--- config.mk ---
export PLATFORM = sky130hd
export DESIGN_NAME = feistel_iter_core
export DESIGN_NICKNAME = d
export VERILOG_FILES = /design/src/rtl/feistel_iter_core.sv
export SDC_FILE = /design/constraint.sdc
export NUM_CORES = 2
export LEC_CHECK = 0
export ABC_AREA = 1
export CORE_ASPECT_RATIO = 1.1
export CORE_MARGIN = 8
export CORE_UTILIZATION = 28
export DETAILED_ROUTE_END_ITERATION = 8
export GPL_TIMING_DRIVEN = 0
export PLACE_DENSITY = 0.6
export SETUP_SLACK_MARGIN = 0.2
export SYNTH_ARGS = -nofsm -noshare
export SYNTH_HDL_FRONTEND = slang
export SYNTH_SLANG_ARGS = --single-unit
--- constraint.sdc ---
create_clock -name clk -period 7.2 [get_ports clk]
set_clock_uncertainty 0.15 [all_clocks]
set_input_delay 1.44 -clock clk [delete_from_list [all_inputs] [get_ports clk]]
set_output_delay 1.44 -clock clk [all_outputs]
set_load 0.05 [all_outputs]
--- src/rtl/feistel_iter_core.sv ---
// Iterative Feistel engine: one external F round per request, encrypt or decrypt per block.
// Defining FEISTEL_ITER_TIMEOUT_EN builds a WAIT watchdog that drops a stalled block and pulses err.
module feistel_iter_core #(
    parameter int ROUNDS     = 5,
    parameter int DATA_WIDTH = 256,
    parameter int KEY_SIZE   = 128,
    parameter int KIDX_W     = 3,
    parameter int TIMEOUT    = 1024
) (
    input  logic                    clk,
    input  logic                    reset,
    input  logic                    key_we,
    input  logic [KIDX_W-1:0]       key_idx,
    input  logic [KEY_SIZE-1:0]     key_data,
    input  logic                    in_valid,
    output logic                    in_ready,
    input  logic                    in_mode,
    input  logic [DATA_WIDTH-1:0]   in_data,
    output logic                    f_req_valid,
    output logic [DATA_WIDTH/2-1:0] f_req_state,
    output logic [KEY_SIZE-1:0]     f_req_key,
    input  logic                    f_rsp_valid,
    input  logic [DATA_WIDTH/2-1:0] f_rsp_state,
    output logic                    out_valid,
    input  logic                    out_ready,
    output logic [DATA_WIDTH-1:0]   out_data,
    output logic                    busy,
    output logic                    err
);
    localparam int HALF = DATA_WIDTH / 2;

    localparam logic [1:0] S_IDLE = 2'd0;
    localparam logic [1:0] S_REQ  = 2'd1;
    localparam logic [1:0] S_WAIT = 2'd2;
    localparam logic [1:0] S_DONE = 2'd3;

    if (ROUNDS < 1 || (DATA_WIDTH % 2) != 0 || (2 ** KIDX_W) < ROUNDS || TIMEOUT < 1) begin : g_bad_params
        $error("feistel_iter_core: illegal parameter combination");
    end

    logic [1:0]            state_q, state_d;
    logic [HALF-1:0]       lh_q, lh_d;
    logic [HALF-1:0]       rh_q, rh_d;
    logic                  mode_q, mode_d;
    logic [KIDX_W-1:0]     rnd_q, rnd_d;
    logic [KEY_SIZE-1:0]   keys_q [ROUNDS];
    logic [KEY_SIZE-1:0]   keys_d [ROUNDS];
    logic [KIDX_W-1:0]     kidx_s;
    logic [KEY_SIZE-1:0]   req_key_s;
    logic                  last_s;
    logic                  timeout_s;

    logic                  in_ready_q;
    logic                  busy_q;
    logic                  f_req_valid_q;
    logic [HALF-1:0]       f_req_state_q;
    logic [KEY_SIZE-1:0]   f_req_key_q;
    logic                  out_valid_q;
    logic [DATA_WIDTH-1:0] out_data_q;

    // Decrypt walks the key table backwards; the index is derived from the round about to be requested.
    function automatic logic [KIDX_W-1:0] key_index(input logic [KIDX_W-1:0] rnd, input logic dec);
        logic [KIDX_W-1:0] top;
        top = KIDX_W'(ROUNDS - 1);
        return dec ? (top - rnd) : rnd;
    endfunction

    // Round-key lookup for the next request
    always_comb begin
        req_key_s = {KEY_SIZE{1'b0}};
        kidx_s    = key_index(rnd_d, mode_d);
        for (int i = 0; i < ROUNDS; i++) begin
            req_key_s = (int'(kidx_s) == i) ? keys_q[i] : req_key_s;
        end
    end

    // Key table write port, open only while idle
    always_comb begin
        for (int i = 0; i < ROUNDS; i++) begin
            keys_d[i] = (state_q == S_IDLE && key_we && int'(key_idx) == i) ? key_data : keys_q[i];
        end
    end

    assign last_s = (int'(rnd_q) == ROUNDS - 1);

    // Round sequencing FSM next-state logic
    always_comb begin
        state_d = state_q;
        lh_d    = lh_q;
        rh_d    = rh_q;
        mode_d  = mode_q;
        rnd_d   = rnd_q;
        case (state_q)
            S_IDLE: begin
                if (in_valid && in_ready_q) begin
                    lh_d    = in_data[DATA_WIDTH-1:HALF];
                    rh_d    = in_data[HALF-1:0];
                    mode_d  = in_mode;
                    rnd_d   = {KIDX_W{1'b0}};
                    state_d = S_REQ;
                end else begin
                    state_d = S_IDLE;
                end
            end
            S_REQ: begin
                state_d = S_WAIT;
            end
            S_WAIT: begin
                if (f_rsp_valid) begin
                    lh_d    = rh_q;
                    rh_d    = lh_q ^ f_rsp_state;
                    rnd_d   = rnd_q + {{(KIDX_W-1){1'b0}}, 1'b1};
                    state_d = last_s ? S_DONE : S_REQ;
                end else if (timeout_s) begin
                    state_d = S_IDLE;
                end else begin
                    state_d = S_WAIT;
                end
            end
            S_DONE: begin
                if (out_ready) begin
                    state_d = S_IDLE;
                end else begin
                    state_d = S_DONE;
                end
            end
            default: begin
                state_d = S_IDLE;
            end
        endcase
    end

`ifdef FEISTEL_ITER_TIMEOUT_EN
    localparam int WD_W = $clog2(TIMEOUT + 1);

    logic [WD_W-1:0] wd_q, wd_d;
    logic            err_q;

    // Watchdog: restarts on every request, counts cycles spent waiting for F
    always_comb begin
        if (state_q == S_REQ) begin
            wd_d = {WD_W{1'b0}};
        end else if (state_q == S_WAIT) begin
            wd_d = wd_q + {{(WD_W-1){1'b0}}, 1'b1};
        end else begin
            wd_d = wd_q;
        end
        timeout_s = (state_q == S_WAIT) && !f_rsp_valid && (wd_q == WD_W'(TIMEOUT - 1));
    end

    // Watchdog counter and one-cycle error pulse
    always_ff @(posedge clk) begin
        if (reset) begin
            wd_q  <= {WD_W{1'b0}};
            err_q <= 1'b0;
        end else begin
            wd_q  <= wd_d;
            err_q <= timeout_s;
        end
    end

    assign err = err_q;
`else
    assign timeout_s = 1'b0;
    assign err       = 1'b0;
`endif

    // Datapath and key table state
    always_ff @(posedge clk) begin
        if (reset) begin
            state_q <= S_IDLE;
            lh_q    <= {HALF{1'b0}};
            rh_q    <= {HALF{1'b0}};
            mode_q  <= 1'b0;
            rnd_q   <= {KIDX_W{1'b0}};
            for (int i = 0; i < ROUNDS; i++) begin
                keys_q[i] <= {KEY_SIZE{1'b0}};
            end
        end else begin
            state_q <= state_d;
            lh_q    <= lh_d;
            rh_q    <= rh_d;
            mode_q  <= mode_d;
            rnd_q   <= rnd_d;
            for (int i = 0; i < ROUNDS; i++) begin
                keys_q[i] <= keys_d[i];
            end
        end
    end

    // Registered outputs, decoded from the next state so they line up with it
    always_ff @(posedge clk) begin
        if (reset) begin
            in_ready_q    <= 1'b1;
            busy_q        <= 1'b0;
            f_req_valid_q <= 1'b0;
            f_req_state_q <= {HALF{1'b0}};
            f_req_key_q   <= {KEY_SIZE{1'b0}};
            out_valid_q   <= 1'b0;
            out_data_q    <= {DATA_WIDTH{1'b0}};
        end else begin
            in_ready_q    <= (state_d == S_IDLE);
            busy_q        <= (state_d != S_IDLE);
            f_req_valid_q <= (state_d == S_REQ);
            out_valid_q   <= (state_d == S_DONE);
            if (state_d == S_REQ) begin
                f_req_state_q <= rh_d;
                f_req_key_q   <= req_key_s;
            end
            // Final half-swap happens as the last round result is folded in
            if (state_q == S_WAIT && state_d == S_DONE) begin
                out_data_q <= {rh_d, lh_d};
            end
        end
    end

    assign in_ready    = in_ready_q;
    assign busy        = busy_q;
    assign f_req_valid = f_req_valid_q;
    assign f_req_state = f_req_state_q;
    assign f_req_key   = f_req_key_q;
    assign out_valid   = out_valid_q;
    assign out_data    = out_data_q;

    feistel_iter_core_chk #(
        .DATA_WIDTH (DATA_WIDTH)
    ) u_chk (
        .clk         (clk),
        .reset       (reset),
        .in_ready    (in_ready_q),
        .busy        (busy_q),
        .f_req_valid (f_req_valid_q),
        .out_valid   (out_valid_q),
        .out_ready   (out_ready),
        .out_data    (out_data_q)
    );
endmodule

// Protocol properties of the engine's own outputs.
module feistel_iter_core_chk #(
    parameter int DATA_WIDTH = 256
) (
    input logic                  clk,
    input logic                  reset,
    input logic                  in_ready,
    input logic                  busy,
    input logic                  f_req_valid,
    input logic                  out_valid,
    input logic                  out_ready,
    input logic [DATA_WIDTH-1:0] out_data
);
    a_ready_excl_busy: assert property (@(posedge clk) disable iff (reset) in_ready != busy);
    a_ready_excl_out:  assert property (@(posedge clk) disable iff (reset) !(in_ready && out_valid));
    a_req_pulse:       assert property (@(posedge clk) disable iff (reset) f_req_valid |=> !f_req_valid);
    a_out_hold:        assert property (@(posedge clk) disable iff (reset)
                                        (out_valid && !out_ready) |=> (out_valid && $stable(out_data)));
endmodule
## Word-level counts from Yosys, hierarchy flattened

Memories as Yosys holds them, arrays and structs flattened.
Cells that the tools add are included.

- Bits in registers: 778
- Memory bits (writable): 640
- Bits of input ports: 522
- Output and inout port bits: 517
- Logic and storage cells: 83
- Memories: 1

Memories:

| memory | depth | width | read ports | clocked after Yosys merged registers in | write ports | RTL line | RTL |
|---|---|---|---|---|---|---|---|
| keys_q | 5 | 128 | 5 | 0 | 5 | 46 | `logic [KEY_SIZE-1:0] keys_q [ROUNDS];` |

- $add $sub $neg: 2
- Equality and inequality tests: 14
- Muxes and demuxes: 35
- Bitwise logic cells: 6
- Reduce and logical (&&, ||, !) cells: 13

Operators with widths:

| operator | number |
|---|---|
| 128-bit 2-to-1 mux | 19 |
| 128-bit one-hot mux with 2 select lines | 2 |
| 128-bit XOR | 1 |
| 3-bit equality test, second input constant | 7 |
| 3-bit 2-to-1 mux | 3 |
| 1-bit logical AND | 8 |
| 2-bit one-hot mux with 4 select lines | 1 |
| 2-bit equality test, second input constant | 3 |
| 3-bit by 2-bit equality test with 1-bit output, second input constant | 2 |
| 3-bit zero test | 2 |
| 1-bit 2-to-1 mux | 6 |
| 2-bit 2-to-1 mux | 3 |
| 3-bit one-hot mux with 2 select lines | 1 |
| 1-bit bitwise OR | 5 |
| 2-bit by 1-bit equality test with 1-bit output, second input constant | 2 |
| 2-bit zero test | 2 |
| 3-bit by 1-bit adder with 3-bit output, second input constant | 1 |
| 3-bit subtractor, first input constant | 1 |
| 2-bit nonzero test | 1 |

## Depth between registers and ports, before layout

- Depth after elaboration: 11
- Gate-level depth with buffers: 21
- Gate-level depth less buffers: 19

## Worst setup path after synthesis

Ideal clock, no wire load.

- Kind: in2reg
- Start point: input port in_valid
- End point: register f_req_key_q[114] (netlist: f_req_key[114])
- Setup time: 0.135 ns
- Arrival time: 3.477 ns
- Data required time: 6.915 ns
- Setup slack: 3.438 ns
- Cell stages on the path: 20
- Buffers on the path: 2
- Cells stage by stage: nand2_1 inv_2 nand2_2 nand2_1 o21ai_2 inv_2 ha_1 nand3b_1 nand3_4 inv_4 nand2_4 clkinv_2 buf_6 buf_4 nand2_1 nand3_1 nand2_1 nand2_1 nand2_1 a21oi_2

- Longest elaborated chain between the ends: 11
- Elaborated cells between the ends (all ways): 20
- Classes of those cells: add/sub (1); eq/ne (5); mux (12); reduce/logical (2)

RTL lines:

| item | RTL line | RTL |
|---|---|---|
| start, declared | 15 | `input logic in_valid,` |
| 1-bit logical AND * | 95 | `if (in_valid && in_ready_q) begin` |
| 3-bit 2-to-1 mux | 95 |  |
| 3-bit one-hot mux with 2 select lines | 93 | `case (state_q)` |
| 3-bit subtractor | 65 | `return dec ? (top - rnd) : rnd;` |
| 3-bit 2-to-1 mux | 65 |  |
| 3-bit zero test | 73 | `req_key_s = (int'(kidx_s) == i) ? keys_q[i] : req_key_s;` |
| 128-bit 2-to-1 mux (5 in series) | 73 |  |
| end signal, assigned | 198 | `f_req_key_q <= {KEY_SIZE{1'b0}};` |
| end signal, assigned | 208 | `f_req_key_q <= req_key_s;` |
| end, declared | 57 | `logic [KEY_SIZE-1:0] f_req_key_q;` |

Every way passes the cells marked *; elsewhere a longest branch is shown, timed or not.
A chain may end at the register's enable or synchronous reset.

## Worst setup path in the final report

- Start point: input port in_valid
- End point: register f_req_key_q[112] (netlist: f_req_key[112])

Same word-level chain as after synthesis.

==> flow_metrics.py <==
metrics = {
    "status": {
        "status": "complete, but fails checks",
        "violations": "capacitance limit, slew limit",
    },
    "final_layout": {
        "regArea_mm2": 0.02839,
        "drive_gt1_share_pct": 7.203,
        "final_core_util_pct": 37.54,
        "area_growth_syn_to_layout_pct": 33.72,
        "multi_input_area_mm2": 0.02544,
        "fillers": 21625,
        "nets": 9724,
    },
    "yosys": {
        "avgSynthCellArea_um2": 7.322,
        "synth_nets": 8514,
        "synthTopCellsByArea": "dfxtp_1, nor2_1, o21ai_0, a21oi_1, nand2_1",
        "synth_warnings": 0,
        "synth_compound_area_share_pct": 18.53,
        "synth.area.mux_share_pct": 0,
        "synthXorXnorAreaFrac_pct": 1.917,
        "syn_inst": 7987,
        "synth_seq_cells": 1418,
        "synth_top_area_share_pct": 48.54,
        "synthSimpleGateAreaFrac_pct": 22.91,
        "synthAdderAreaFrac_pct": 0.1070,
        "synth_top_family_by_area": "simple AND/OR/NAND/NOR gates",
        "mappedNetlistArea_mm2": 0.05848,
        "synth.largest_area_cell": "dfxtp_1",
        "yosysSeqAreaShare_pct": 48.54,
        "synth_cell_types": 40,
    },
    "placed_design": {
        "globalplace.congestion": 1.002,
        "port_buffers": 1037,
        "hpwl_um": 248900,
    },
    "setup_path": {
        "worstPathRequired_ns": 7.79,
        "path_max_fanout": 10,
        "endpoint_kind": "flop",
        "critical_path_class": "in2reg",
        "arrival_ns": 5.86,
        "cp-start-kind": "input pin",
    },
    "detailed_routing": {
        "vias": 61235,
        "wirelength_um": 317100,
        "ant_nets": 0,
        "drc_errors": 0,
        "drt-initial-drc-count": 6300,
        "first_pass_iters": 8,
        "drt-vias-per-instance": 5.048,
        "avgRoutedWirePerCell_um": 26.14,
    },
    "sta": {
        "slew-limit-headroom_pct": -8.739,
        "timing.fmax_mhz": 190.0,
        "finalSetupViolCount": 0,
        "finalSetupTns_ns": 0,
        "whs_ns": 0.2962,
        "rsz0062_at_grt": "false",
        "tightest_slew_ns": 1.631,
        "drv_slew": 48,
        "min_period_ns": 5.262,
        "fin_crit_sh_pct": 73.09,
        "hold_viol": 0,
    },
    "floorplan": {
        "die_h_um": 495.3,
        "core_mm2": 0.2083,
        "ioPinCount": 1039,
        "initial_core_util_pct": 28.07,
        "dieArea_mm2": 0.2238,
        "rows": 176,
        "die_x_um": 451.7,
    },
    "cts": {
        "holdBufCountCts": 0,
        "cts-buffers-inserted": 159,
        "cts.sinks": 1418,
        "cts.htree.levels": 4,
        "post-cts-setup-buffer-count": 0,
        "cts_tree": "yes",
        "clk_path_buf_depth": 3,
        "root_buffer": "clkbuf_16",
        "ctsResizeCount": 0,
        "clk_pin_slew_ns": 0.07,
        "clk-insertion-delay-late_ns": 0.82,
    },
    "hold_path": {
        "min_path_type": "reg2reg",
    },
    "grt": {
        "antenna_found_initial": 68,
        "grt-ovfl-total": 0,
        "grt_max_degree": 17,
        "grt_pass1_wl_um": 435300,
        "grtUsageTotal_pct": 26.75,
        "grt_pass1_vias": 58487,
    },
    "power_and_ir_drop": {
        "p_per_area_mw_per_mm2": 305.1,
        "p_leak_nw": 32.69,
        "ir_drop_mv": 0.1811,
    },
    "job": {
        "maxCapViolations": 4,
    },
}
routing by layer:
layer	up-vias	global-route usage [%]	wire length [µm]
met5	-	0	174
met1	29101	29.29	114300
met3	696	5.884	25110
li1	28471	-	-
met2	2939	45.75	150900
met4	28	19.33	26540
cells in the mapped netlist:
library cell,instances
clkbuf_1,459
nand3_4,1
a21oi_2,8
o21ai_0,1203
buf_2,137
nand2_4,2
inv_4,1
nand3_1,415
nor2_1,1674
nor2_8,1
clkinv_1,1
xnor2_1,127
nor3_4,2
conb_1,1
clkinv_2,1
nand2_1,860
nand3_2,2
xor2_1,1
nand4_1,28
o21ai_2,2
or2_1,1
ha_1,5
buf_1,16
a21oi_4,1
a221oi_1,128
a21oi_1,666
or2_2,160
nor3_1,4
nand2_2,6
nor2_4,2
nor3_2,1
a32o_1,1
dfxtp_1,1418
nand3b_1,34
buf_6,15
buf_4,11
or2_0,27
o21ai_1,50
inv_2,33
inv_1,482
worst paths after layout:
kind                                from                           to  slack (ns)  cells after the start
min          keys_q[0][327]$_SDFFE_PP0P_  keys_q[0][327]$_SDFFE_PP0P_        0.30                      2
max                             in_valid  f_req_key[112]$_SDFFE_PP0P_        1.94                     13
min reg2reg  keys_q[0][327]$_SDFFE_PP0P_  keys_q[0][327]$_SDFFE_PP0P_        0.30                      2
max reg2reg          in_ready$_SDFF_PP1_  f_req_key[112]$_SDFFE_PP0P_        2.68                     12
flip-flops by register name, indices dropped and copies added (netlist names), 2 cells and up:
signal / count
f_req_key: 128
f_req_state: 128
lh_q: 128
out_data: 256
state_q: 2
rnd_q: 3
keys_q: 640
rh_q: 128
where the power goes:
part	leakage, nW	switching, mW	internal, mW	total (mW)
logic	18.4	4.41	1.76	6.17
registers	11.5	0.416	8.48	8.90
clock network	2.76	3.64	5.15	8.79
cells by family after synthesis:
kind of cell,after synthesis
and+or+nand+nor,3220
AOI/OAI and AO/OA,2059
DFF,1418
buffers and inverters,1156
xor gates and xnor gates,128
adders and majority gates,5
other,1
stage by stage:
stage / total power, mW / std cells / worst slack (ns) / area (µm²)
after floorplan: 12.32 / 7987 / 3.438 / 58480
after global placement: 15.12 / 11783 / 0.6047 / 72310
after detailed placement: 15.18 / 11793 / 0.8040 / 72450
after CTS: 23.95 / 12086 / 1.685 / 78080
after global routing: 24.69 / 12114 / 1.776 / 78160
final: 23.86 / 12130 / 1.938 / 78200
cells in the final DEF, fill, tap and decap left out, types with 33 or more instances in the layout:
cell | Yosys | routed
nor2_1 | 1674 | 1674
nand3b_1 | 34 | 34
nand3_1 | 415 | 415
xnor2_1 | 127 | 127
a21oi_1 | 666 | 666
diode_2 | 0 | 42
buf_2 | 137 | 137
clkdlybuf4s50_1 | 0 | 1037
a221oi_1 | 128 | 126
or2_2 | 160 | 160
dfxtp_1 | 1418 | 1418
clkbuf_8 | 0 | 38
clkbuf_16 | 0 | 161
inv_1 | 482 | 482
nand2_1 | 860 | 860
inv_2 | 33 | 33
o21ai_0 | 1203 | 1203
clkbuf_1 | 459 | 480
o21ai_1 | 50 | 50
final cells by class:
| class | instances | area share (%) |
|---|---|---|
| Clock buffer | 227 | 5.955 |
| Multi-Input combinational cell | 5413 | 32.54 |
| Timing Repair Buffer | 1049 | 13.44 |
| Tap cell | 2759 | 4.415 |
| Antenna cell | 42 | 0.1344 |
| Clock inverter | 66 | 1.235 |
| Inverter | 518 | 2.491 |
| Buffer | 638 | 3.490 |
| Sequential cell | 1418 | 36.30 |
critical path, cell delays in order:
cell             delay [ns]
clkdlybuf4s50_1        0.46
nand2_1                0.22
inv_2                  0.25
nand2_2                0.17
nand2_1                0.15
inv_2                  0.08
o21ai_1                0.09
inv_2                  0.09
nor2_4                 0.58
buf_2                  0.71
clkbuf_1               1.04
nand2_1                0.32
a21oi_1                0.19
Power figures use the tool's default switching activity.
